==> src/rtl/polyvec_out_collector.sv <==
// Collects coefficient pairs from the basemul/accumulate stage in any order, then
// streams them out in index order, reduced to the canonical range [0, KYBER_Q-1].
module polyvec_out_collector #(
   parameter int DEPTH   = 5,
   parameter int KYBER_Q = 3329
) (
   input  logic                    clk,
   input  logic                    reset,
   input  logic signed [15:0]      polyvec_dout_1,
   input  logic signed [15:0]      polyvec_dout_2,
   input  logic        [DEPTH-1:0] out_index,
   input  logic                    done,
   output logic                    readout,
   output logic                    full,
   input  logic                    rd_en,
   output logic        [15:0]      rd_data,
   output logic        [DEPTH-1:0] rd_index,
   output logic                    rd_valid,
   output logic                    rd_last,
   output logic                    err_dup,
   output logic                    err_odd
);

   localparam int N     = 1 << DEPTH;
   localparam int PAIRS = N / 2;
   localparam int PW    = DEPTH - 1;
   localparam int BARRETT_V = ((1 << 26) + KYBER_Q / 2) / KYBER_Q;
   localparam logic signed [31:0] BARRETT_V_S = 32'(BARRETT_V);
   localparam logic signed [31:0] Q_S         = 32'(KYBER_Q);
   localparam logic signed [31:0] ROUND_S     = 32'sd33554432;

   typedef enum logic [1:0] {COLLECT, FULL, DRAIN} state_t;

   state_t             state_reg, state_next;
   logic [PAIRS-1:0]   bitmap_reg, bitmap_next, pair_onehot;
   logic [DEPTH-1:0]   ptr_reg, ptr_next;
   logic               readout_reg, full_reg;
   logic               rd_valid_reg, rd_last_reg;
   logic [15:0]        rd_data_reg;
   logic [DEPTH-1:0]   rd_index_reg;
   logic               err_dup_reg, err_odd_reg;

   // Stored as two half-buffers so a whole pair is written in one cycle.
   logic signed [15:0] mem_lo [PAIRS];
   logic signed [15:0] mem_hi [PAIRS];

   logic [PW-1:0]      pair_idx;
   logic               accept, accept_even, issue;
   logic signed [15:0] rd_word;
   logic signed [31:0] x_ext, barrett_prod, barrett_t, barrett_r, barrett_adj;
   logic [15:0]        reduced;

   assign pair_idx    = out_index[DEPTH-1:1];
   assign accept      = readout_reg && done;
   assign accept_even = accept && !out_index[0];
   // Once the last coefficient has been issued, the following cycle only tidies up.
   assign issue       = rd_en && ((state_reg == FULL) || ((state_reg == DRAIN) && !rd_last_reg));

   generate
      for (genvar gi = 0; gi < PAIRS; gi++) begin : g_onehot
         assign pair_onehot[gi] = (pair_idx == PW'(gi));
      end
   endgenerate

   always_comb begin
      state_next  = state_reg;
      bitmap_next = bitmap_reg;
      ptr_next    = ptr_reg;
      case (state_reg)
         COLLECT: begin
            if (accept_even) begin
               bitmap_next = bitmap_reg | pair_onehot;
               if (&bitmap_next) state_next = FULL;
            end
         end
         FULL: begin
            if (issue) begin
               state_next = DRAIN;
               ptr_next   = ptr_reg + 1'b1;
            end
         end
         DRAIN: begin
            if (rd_last_reg) begin
               state_next  = COLLECT;
               bitmap_next = '0;
               ptr_next    = '0;
            end else if (issue) begin
               ptr_next = ptr_reg + 1'b1;
            end
         end
         default: state_next = COLLECT;
      endcase
   end

   // Barrett estimate leaves a centred remainder; one correction makes it canonical.
   always_comb begin
      rd_word      = ptr_reg[0] ? mem_hi[ptr_reg[DEPTH-1:1]] : mem_lo[ptr_reg[DEPTH-1:1]];
      x_ext        = {{16{rd_word[15]}}, rd_word};
      barrett_prod = BARRETT_V_S * x_ext + ROUND_S;
      barrett_t    = barrett_prod >>> 26;
      barrett_r    = x_ext - barrett_t * Q_S;
      barrett_adj  = barrett_r;
      if (barrett_r < 0)
         barrett_adj = barrett_r + Q_S;
      else if (barrett_r >= Q_S)
         barrett_adj = barrett_r - Q_S;
      reduced = 16'(barrett_adj);
   end

   always_ff @(posedge clk) begin
      if (accept_even) begin
         mem_lo[pair_idx] <= polyvec_dout_1;
         mem_hi[pair_idx] <= polyvec_dout_2;
      end
   end

   always_ff @(posedge clk or negedge reset) begin
      if (!reset) begin
         state_reg    <= COLLECT;
         bitmap_reg   <= '0;
         ptr_reg      <= '0;
         readout_reg  <= 1'b0;
         full_reg     <= 1'b0;
         rd_valid_reg <= 1'b0;
         rd_last_reg  <= 1'b0;
         rd_data_reg  <= '0;
         rd_index_reg <= '0;
         err_dup_reg  <= 1'b0;
         err_odd_reg  <= 1'b0;
      end else begin
         state_reg    <= state_next;
         bitmap_reg   <= bitmap_next;
         ptr_reg      <= ptr_next;
         readout_reg  <= (state_next == COLLECT);
         full_reg     <= (state_next != COLLECT);
         rd_valid_reg <= issue;
         rd_last_reg  <= issue && (&ptr_reg);
         if (issue) begin
            rd_data_reg  <= reduced;
            rd_index_reg <= ptr_reg;
         end
         if (accept) begin
            if (out_index[0])
               err_odd_reg <= 1'b1;
            else if (|(bitmap_reg & pair_onehot))
               err_dup_reg <= 1'b1;
         end
      end
   end

   assign readout  = readout_reg;
   assign full     = full_reg;
   assign rd_valid = rd_valid_reg;
   assign rd_last  = rd_last_reg;
   assign rd_data  = rd_data_reg;
   assign rd_index = rd_index_reg;
   assign err_dup  = err_dup_reg;
   assign err_odd  = err_odd_reg;

endmodule

==> config.mk <==
export PLATFORM = sky130hd
export DESIGN_NAME = polyvec_out_collector
export DESIGN_NICKNAME = d
export VERILOG_FILES = /design/src/rtl/polyvec_out_collector.sv
export SDC_FILE = /design/constraint.sdc
export NUM_CORES = 1
export LEC_CHECK = 0
export CAP_MARGIN = 20
export CORE_ASPECT_RATIO = 0.7
export CORE_MARGIN = 10
export CORE_UTILIZATION = 45
export DETAILED_ROUTE_END_ITERATION = 16
export HOLD_SLACK_MARGIN = 0.05
export PLACE_DENSITY_LB_ADDON = 0.25
export SETUP_SLACK_MARGIN = 0.5
export SLEW_MARGIN = 10
export SYNTH_ARGS = -nofsm -noshare
export SYNTH_HDL_FRONTEND = slang
export SYNTH_SLANG_ARGS = --single-unit
==> constraint.sdc <==
create_clock -name clk -period 14 [get_ports clk]
set_input_delay 2.8 -clock clk [delete_from_list [all_inputs] [get_ports clk]]
set_output_delay 2.8 -clock clk [all_outputs]
set_load 0.05 [all_outputs]
Word-level counts from Yosys, hierarchy flattened. Memory sizes are Yosys's and may differ from the RTL's. Index checks and enable logic that the tools add are counted.

Bits in registers: 50. RAM bits: 512. Input bits: 41. Output and inout port bits: 27. Word-level logic and storage cells: 80. Memories: 2.

Memories: mem_hi (words 16, bits a word 16, read ports 1, clocked after Yosys merged registers in 0, write ports 1, line 45) `logic signed [15:0] mem_hi [PAIRS];`; mem_lo (words 16, bits a word 16, read ports 1, clocked after Yosys merged registers in 0, write ports 1, line 44) `logic signed [15:0] mem_lo [PAIRS];`.

Add/sub/neg operators: 5. $mul: 2. Magnitude comparators: 2. Equal/unequal tests: 19. Muxes and demuxes: 16. Bitwise operators: 3. Reduce and logical (&&, ||, !) cells: 20.

Operators by type and width (number): 16-bit two-way mux (5); 32-bit by 27-bit adder with 32-bit output (second input constant) (1); 4-bit equality test (second input constant) (8); 16-bit by 16-bit multiplier with 32-bit output (first input constant) (1); 16-bit one-hot mux with 2 select lines (1); 20-bit by 13-bit greater-or-equal comparator with 1-bit output (second input constant) (1); 20-bit by 1-bit less-than comparator with 1-bit output (second input constant) (1); 16-bit by 19-bit subtractor with 20-bit output (1); 6-bit by 13-bit multiplier with 19-bit output (second input constant) (1); 16-bit by 13-bit adder with 16-bit output (second input constant) (1); 16-bit bitwise AND (1); 4-bit by 3-bit equality test with 1-bit output (second input constant) (4); 16-bit bitwise OR (1); 16-bit AND reduction (1); 16-bit OR reduction (1); 16-bit by 13-bit subtractor with 16-bit output (second input constant) (1); 5-bit two-way mux (2); 5-bit one-hot mux with 2 select lines (1); 4-bit by 2-bit equality test with 1-bit output (second input constant) (2); 2-bit two-way mux (4); 2-bit one-hot mux with 3 select lines (1); 3-bit AND reduction (2); 2-bit nonzero test (3); 5-bit by 1-bit adder with 5-bit output (second input constant) (1); 13 further kinds (21).

Longest topological paths before layout. Gate-level depths: netlist of run 1. An unclocked memory read counts as a cell.

Depth after elaboration: 9. Depth in mapped cells: 57. Depth with buffers taken out: 53.

Worst setup path before layout of run 1. OpenSTA, ideal clock, no wires.

Path type: reg-to-reg. Start: register ptr_reg[1]. End: register rd_data_reg[12], in the netlist rd_data[12]. Library setup time: 0.120 ns. Data arrival time: 13.447 ns. Slack: 0.433 ns. Cell stages (with the launch flop): 51. Period minus slack after synthesis: 13.567 ns. Path through: dfrtp_1 -> buf_4 -> buf_12 -> buf_6 -> buf_1 -> buf_1 -> mux4_2 -> mux4_2 -> mux2i_1 -> inv_1 -> fa_1 -> inv_1 -> fa_1 -> inv_1 -> fa_1 -> fa_1 -> fa_1 -> inv_1 -> [15 not listed] -> ha_1 -> inv_1 -> fa_1 -> inv_1 -> fa_1 -> inv_1 -> ha_1 -> clkbuf_1 -> nand4_1 -> nor4b_1 -> a211oi_1 -> a211oi_1 -> o22a_1 -> xor2_1 -> clkbuf_1 -> o211ai_1 -> a21o_1 -> a31o_1.

Word-level cells in the longest chain between the ends: 9. Elaborated cells between the ends (all ways): 13. Classes of those cells: 4 x add/sub; 2 x mul; 2 x order compare; 3 x mux; 2 x memory.

Ends and longest elaborated chain: start: declaration (line 36) `logic [DEPTH-1:0] ptr_reg, ptr_next;`; start signal: assignment (line 133) `ptr_reg <= ptr_next;`; memory 16 x 16 bit (on tied branches); 16-bit two-way mux (*) (line 97) `rd_word = ptr_reg[0] ? mem_hi[ptr_reg[DEPTH-1:1]] : mem_lo[ptr_reg[DEPTH-1:1]];`; 16-bit by 16-bit multiplier with 32-bit output (line 99) `barrett_prod = BARRETT_V_S * x_ext + ROUND_S;`; 32-bit by 27-bit adder with 32-bit output (line 99); 6-bit by 13-bit multiplier with 19-bit output (line 101) `barrett_r = x_ext - barrett_t * Q_S;`; 16-bit by 19-bit subtractor with 20-bit output (*) (line 101); 16-bit by 13-bit subtractor with 16-bit output or 20-bit by 13-bit greater-or-equal comparator with 1-bit output (tied branches) (line 106, 105); 16-bit two-way mux (line 105) `else if (barrett_r >= Q_S)`; 16-bit two-way mux (*) (line 103) `if (barrett_r < 0)`; end signal: assignment (line 139) `rd_data_reg <= reduced;`; end: declaration (line 39) `logic [15:0] rd_data_reg;`.

Mark *: on every way between the ends. The rest lies on a longest branch, timed or not. A chain may end at the register's enable or synchronous reset.

Worst setup path after layout of run 1.
Start: register ptr_reg[1]. End: register rd_data_reg[13], in the netlist rd_data[13].

Same word-level chain as after synthesis.

==> reports/results.ini, run 1 <==
[power_and_ir_drop]
p_leak_nw=12.3
ir_worst_vdd_mv=0.164
finalPower_mw=4.26
power_density_nw_per_um2=126

[worst_setup_path]
path_depth=51
cp-start-kind=register
arrival_ns=13.37
reg2reg_depth=51
cp_common_cell=fa_1
cp_slowest_cell=fa_1
path_buf_inv=10
crit_required_ns=14.48
critPathTopFamily=adder cells
endpoint_kind=register
max_stage_delay_ns=0.59
path_max_fanout=19
crit_type=reg -> reg

[logic_synthesis]
netlist_top_cells_area=edfxtp_1, mux4_2, ha_1, fa_1, dfrtp_1
syn_area_um2=29800
async_flop_share_pct=8.90
syn_avg_cell_area_um2=15.0
synthFlopType=edfxtp_1
synth_edf_count=512
synth_cell_types=81
syn_inst=1987
synth_top_area_cell=edfxtp_1
synth_nets=2317
synth_top_area_share_pct=51.7
yosysSeqAreaShare_pct=55.9
yosysMostFrequentCell=edfxtp_1
ys_ff_latch=562
yosys_warnings=0
synth.top_cells.by_count=edfxtp_1, inv_1, ha_1

[sta]
layout_min_cycle_time_ns=12.89
post-route-period-util_pct=92.1
max_slew_margin_pct=35.8
rsz0062_at_grt=no
finalHoldViolations=0
finClkSkew_ns=0.0358
finalSetupViolCount=0
timing.fmax_ghz=0.0776
setup_tns_ns=0
maxSlewViolCount=0
worstMarginPinSlew_ns=0.960

[cts]
cts.htree.levels=2
clock_latency_ns=0.62
tritoncts=done
cts_sinks=562
cts_buffers=55
clockRootBuffer=clkbuf_16
clockBufferDepth=3
clkTransAtPathRegs_ns=0.06

[global_route]
grt_start_max_net_pins=65
grt_pass1_wl_um=110000
gr-usage-met2_pct=27.9
gr-total-overflow=0
grt_pass1_vias=17665
antenna_found_initial=2
use_met3_pct=3.26
grtUsageMet1_pct=27.6
grtUsageTotal_pct=18.5
top_usage_layer=met2

[floorplanning]
io_pins=68
die_y_um=235
die-area_um2=77000
start_util_pct=45.7
rows=78
die_w_um=327
core-area_um2=65100

[worst_hold_path]
hold_depth=1
min_path_type=reg -> reg

[layout]
ff_latch_area_um2=16600
largest_registers=mem_hi x256, mem_lo x256
syn2layout_area_growth_pct=13.8
fill_cells=5383
fin_nets=2440
drive_above_1_share_pct=16.8
multi_input_area_um2=12100

[routing]
drc_errors=0
drtIter0Drc=1492
drt-wirelength-per-cell_um=23.8
viasPerCell=5.72
first_pass_iters=5
drt-total-wl_um=72300
vias=17346
antenna_left=0

[placement]
place_congestion=0.879
portBuffers=67
dp_hpwl_um=46200

[flow_run]
drv_cap=0

[status]
status=finished, final reports clean

## stage by stage
stage | util (%) | cells | hold slack [ns] | instance area (µm²) | setup slack (ns)
after detailed placement | 48.9 | 2925 | 0.458 | 31800 | 0.665
after global placement | 48.9 | 2925 | 0.452 | 31800 | 0.920
after CTS | 51.6 | 3025 | 0.472 | 33600 | 0.623
final | 52.0 | 3034 | 0.468 | 33900 | 1.11
after global routing | 52.0 | 3033 | 0.481 | 33900 | 0.517
after floorplan | - | 1987 | 0.477 | 29800 | 0.678
## final cells by class
cell class | instances | share of cell area, %
antenna | 1 | 0.00739
inverter | 201 | 2.23
sequential | 562 | 49.1
clock buffer | 71 | 4.30
multi-input combinational | 1141 | 35.8
tap | 880 | 3.25
clock inverter | 29 | 0.950
timing repair buffer | 149 | 4.30
## worst paths after layout
path                                        start  slack, ns                 endpoint
max in group asynchronous                   reset      11.17   ptr_reg[2]$_DFFE_PN0P_
hold / removal                err_odd$_DFFE_PN0P_       0.47      err_odd$_DFFE_PN0P_
min in group asynchronous                   reset       2.30   rd_data[9]$_DFFE_PN0P_
hold reg to reg               err_odd$_DFFE_PN0P_       0.47      err_odd$_DFFE_PN0P_
setup / recovery           ptr_reg[1]$_DFFE_PN0P_       1.11  rd_data[13]$_DFFE_PN0P_
setup reg to reg           ptr_reg[1]$_DFFE_PN0P_       1.11  rd_data[13]$_DFFE_PN0P_
## what timing repair did
action	in CTS	in global routing
buffers inserted	0	4
endpoints found under the setup margin	0	16
gates resized for setup	0	12
hold buffers	0	0
## worst reg2reg max path, delay by kind of cell (launching register included)
family / cells / cell delay (ns)
compound gates: 15 / 3.03
fa+ha+maj: 11 / 4.82
simple gates: 10 / 1.62
xor+xnor: 2 / 0.36
flops: 1 / 0.48
mux: 3 / 1.22
buf+inv: 10 / 1.23
## routing by layer
metal / up-vias / share of wire (%)
met5: - / 0
met4: 0 / 1.6
li1: 7758 / -
met3: 69 / 7.2
met2: 578 / 45
met1: 8941 / 47
## cells in the final DEF (no fill, tap or decap), drive strengths merged, types with 18 or more instances in the layout
cell type and instances:
a21o 26, a21oi 60, a22oi 18, buf 79, clkbuf 75, clkdlybuf4s50 66
dfrtp 50, edfxtp 512, fa 101, ha 188, inv 205, mux2i 50
mux4 140, nand2 97, nand2b 24, nand3 26, nor2 93, nor3 33
o21ai 42, xnor2 26
## power breakdown
part | leakage, nW | internal, mW | switching, mW
combinational | 6.16 | 0.341 | 0.587
sequential | 5.25 | 1.85 | 0.0112
clock | 0.864 | 0.847 | 0.619
## kinds of logic after synthesis
logic type	Yosys count	synth area share, %
compound gates	251	5.87
xor+xnor	38	1.12
fa+ha+maj	290	14.7
buf+inv	284	3.80
flops	562	55.9
mux	197	12.6
simple gates	365	6.03
Note: power is estimated with default switching activity, not from simulation.
==> inputs of run 2 (changes only) <==
--- a/config.mk
+++ b/config.mk
@@ -6,14 +6,15 @@
 export NUM_CORES = 1
 export LEC_CHECK = 0
 export CAP_MARGIN = 20
+export CELL_PAD_IN_SITES_DETAIL_PLACEMENT = 1
+export CELL_PAD_IN_SITES_GLOBAL_PLACEMENT = 2
 export CORE_ASPECT_RATIO = 0.7
 export CORE_MARGIN = 10
-export CORE_UTILIZATION = 45
+export CORE_UTILIZATION = 42
 export DETAILED_ROUTE_END_ITERATION = 16
 export HOLD_SLACK_MARGIN = 0.05
 export PLACE_DENSITY_LB_ADDON = 0.25
 export SETUP_SLACK_MARGIN = 0.5
-export SLEW_MARGIN = 10
 export SYNTH_ARGS = -nofsm -noshare
 export SYNTH_HDL_FRONTEND = slang
 export SYNTH_SLANG_ARGS = --single-unit
==> run 2 against run 1 <==
  * Clock skew is 0.010 ns lower
  * Non-clock buffer count is 24 higher
  * Setup slack worse by 0.015 ns
  * Critical endpoint is now rd_data[7]$_DFFE_PN0P_
==> reports/results.ini, run 2 (synthesis results as in run 1) <==
[sta]
worstMarginPinSlew_ns=1.07
layout_min_cycle_time_ns=12.90
finalSetupViolCount=0
maxSlewViolCount=0
max_slew_margin_pct=28.4
setup_tns_ns=0
timing.fmax_ghz=0.0775
finClkSkew_ns=0.0254
post-route-period-util_pct=92.2
rsz0062_at_grt=yes
finalHoldViolations=0

[placement]
portBuffers=67
dp.cells=3017
place_congestion=0.815
postPlaceCellArea_um2=32100
dp_hpwl_um=53200

[global_route]
grtUsageTotal_pct=19.1
grt_start_max_net_pins=57
grt_pass1_wl_um=121000
gr-total-overflow=0
grt_pass1_vias=18910
antenna_found_initial=5

[routing]
antenna_left=0
drc_errors=0
vias=17596
viasPerCell=5.61
drtIter0Drc=1365
first_pass_iters=5
drt-total-wl_um=80300
drt-wirelength-per-cell_um=25.6

[layout]
final_util_pct=48.9
syn2layout_area_growth_pct=15.1
fin_nets=2466
fill_cells=6857
final_area_um2=34300
fin_cells=3138
largest_registers=mem_hi x256, mem_lo x256
final_cell_mix=edfxtp_1, inv_1, ha_1
drive_above_1_share_pct=18.4
final_common_cell=edfxtp_1

[worst_setup_path]
cp_common_cell=inv_1
path_max_fanout=14
cp-start-kind=register
arrival_ns=13.39
max_stage_delay_ns=0.59
endpoint_kind=register
cp_slowest_cell=fa_2
crit_type=reg -> reg
crit_required_ns=14.49

[cts]
clkTransAtPathRegs_ns=0.06
cts_sinks=562
cts.htree.levels=2
cts_buffers=57
clockRootBuffer=clkbuf_16
clock_latency_ns=0.64
tritoncts=done
clockBufferDepth=3

[floorplanning]
rows=81
die_y_um=243
die-area_um2=82100
die_w_um=338
start_util_pct=42.5
io_pins=68
core-area_um2=70000

[flow_run]
drv_cap=0

[power_and_ir_drop]
ir_worst_vdd_mv=0.110
finalPower_mw=4.42
p_leak_nw=12.4
power_density_nw_per_um2=129

[status]
status=finished, final reports clean

[worst_hold_path]
min_path_type=reg -> reg

## run 2: repair_timing
action / 4_1_cts / 5_1_grt
setup buffers: 0 / 12
hold buffers: 0 / 0
gates cloned: 0 / 2
pin swaps: 0 / 5
setup endpoints to repair: 1 / 16
gates resized for setup: 1 / 22
## run 2: layout make-up
cell class / count / area [µm²] / share of cell area (%)
inverters: 201 / 754 / 2.20
clock buffers: 67 / 1490 / 4.34
flip-flops and latches: 562 / 16600 / 48.6
diodes: 1 / 2.50 / 0.00731
multi-input cells: 1141 / 12200 / 35.5
well taps: 954 / 1190 / 3.48
clock inverters: 39 / 378 / 1.10
repair buffers: 173 / 1640 / 4.79
## run 2: critical path, delay by kind of cell (launching register included)
kind            cells  cell delay, ns
buf+inv            14            1.25
xor+xnor            2            0.51
compound gates     10            2.12
fa+ha+maj          12            5.32
simple gates        9            1.74
mux                 3            1.25
flops               1            0.52
## run 2: layer usage
| layer | part of all wire (%) | up-vias | track usage [%] |
|---|---|---|---|
| met1 | 46 | 9293 | 27.0 |
| met3 | 4.8 | 84 | 2.94 |
| met2 | 48 | 395 | 31.1 |
| met5 | 0.061 | - | 0 |
| li1 | - | 7816 | - |
| met4 | 1.6 | 8 | 3.73 |
## run 2: through the flow
step / hold WS, ns / worst slack [ns]
6_report: 0.474 / 1.10
5_1_grt: 0.500 / 0.385
4_1_cts: 0.481 / 0.560
3_5_place_dp: 0.461 / 0.564
3_3_place_gp: 0.449 / 0.951
2_1_floorplan: 0.477 / 0.678
## run 2: worst paths after layout
check / to / start / slack, ns / depth (start not counted)
min in group asynchronous: rd_data[4]$_DFFE_PN0P_ / reset / 2.30 / 2
min: err_dup$_DFFE_PN0P_ / err_dup$_DFFE_PN0P_ / 0.47 / 1
max: rd_data[7]$_DFFE_PN0P_ / ptr_reg[1]$_DFFE_PN0P_ / 1.10 / 50
max in group asynchronous: ptr_reg[2]$_DFFE_PN0P_ / reset / 11.16 / 2
min reg2reg: err_dup$_DFFE_PN0P_ / err_dup$_DFFE_PN0P_ / 0.47 / 1
max reg2reg: rd_data[7]$_DFFE_PN0P_ / ptr_reg[1]$_DFFE_PN0P_ / 1.10 / 50
## run 2: where the power goes
group          internal, mW  total, mW  switching, mW
clock network         0.840       1.50          0.656
registers              1.85       1.87         0.0126
logic                 0.406       1.06          0.656
total                  3.10       4.42           1.32
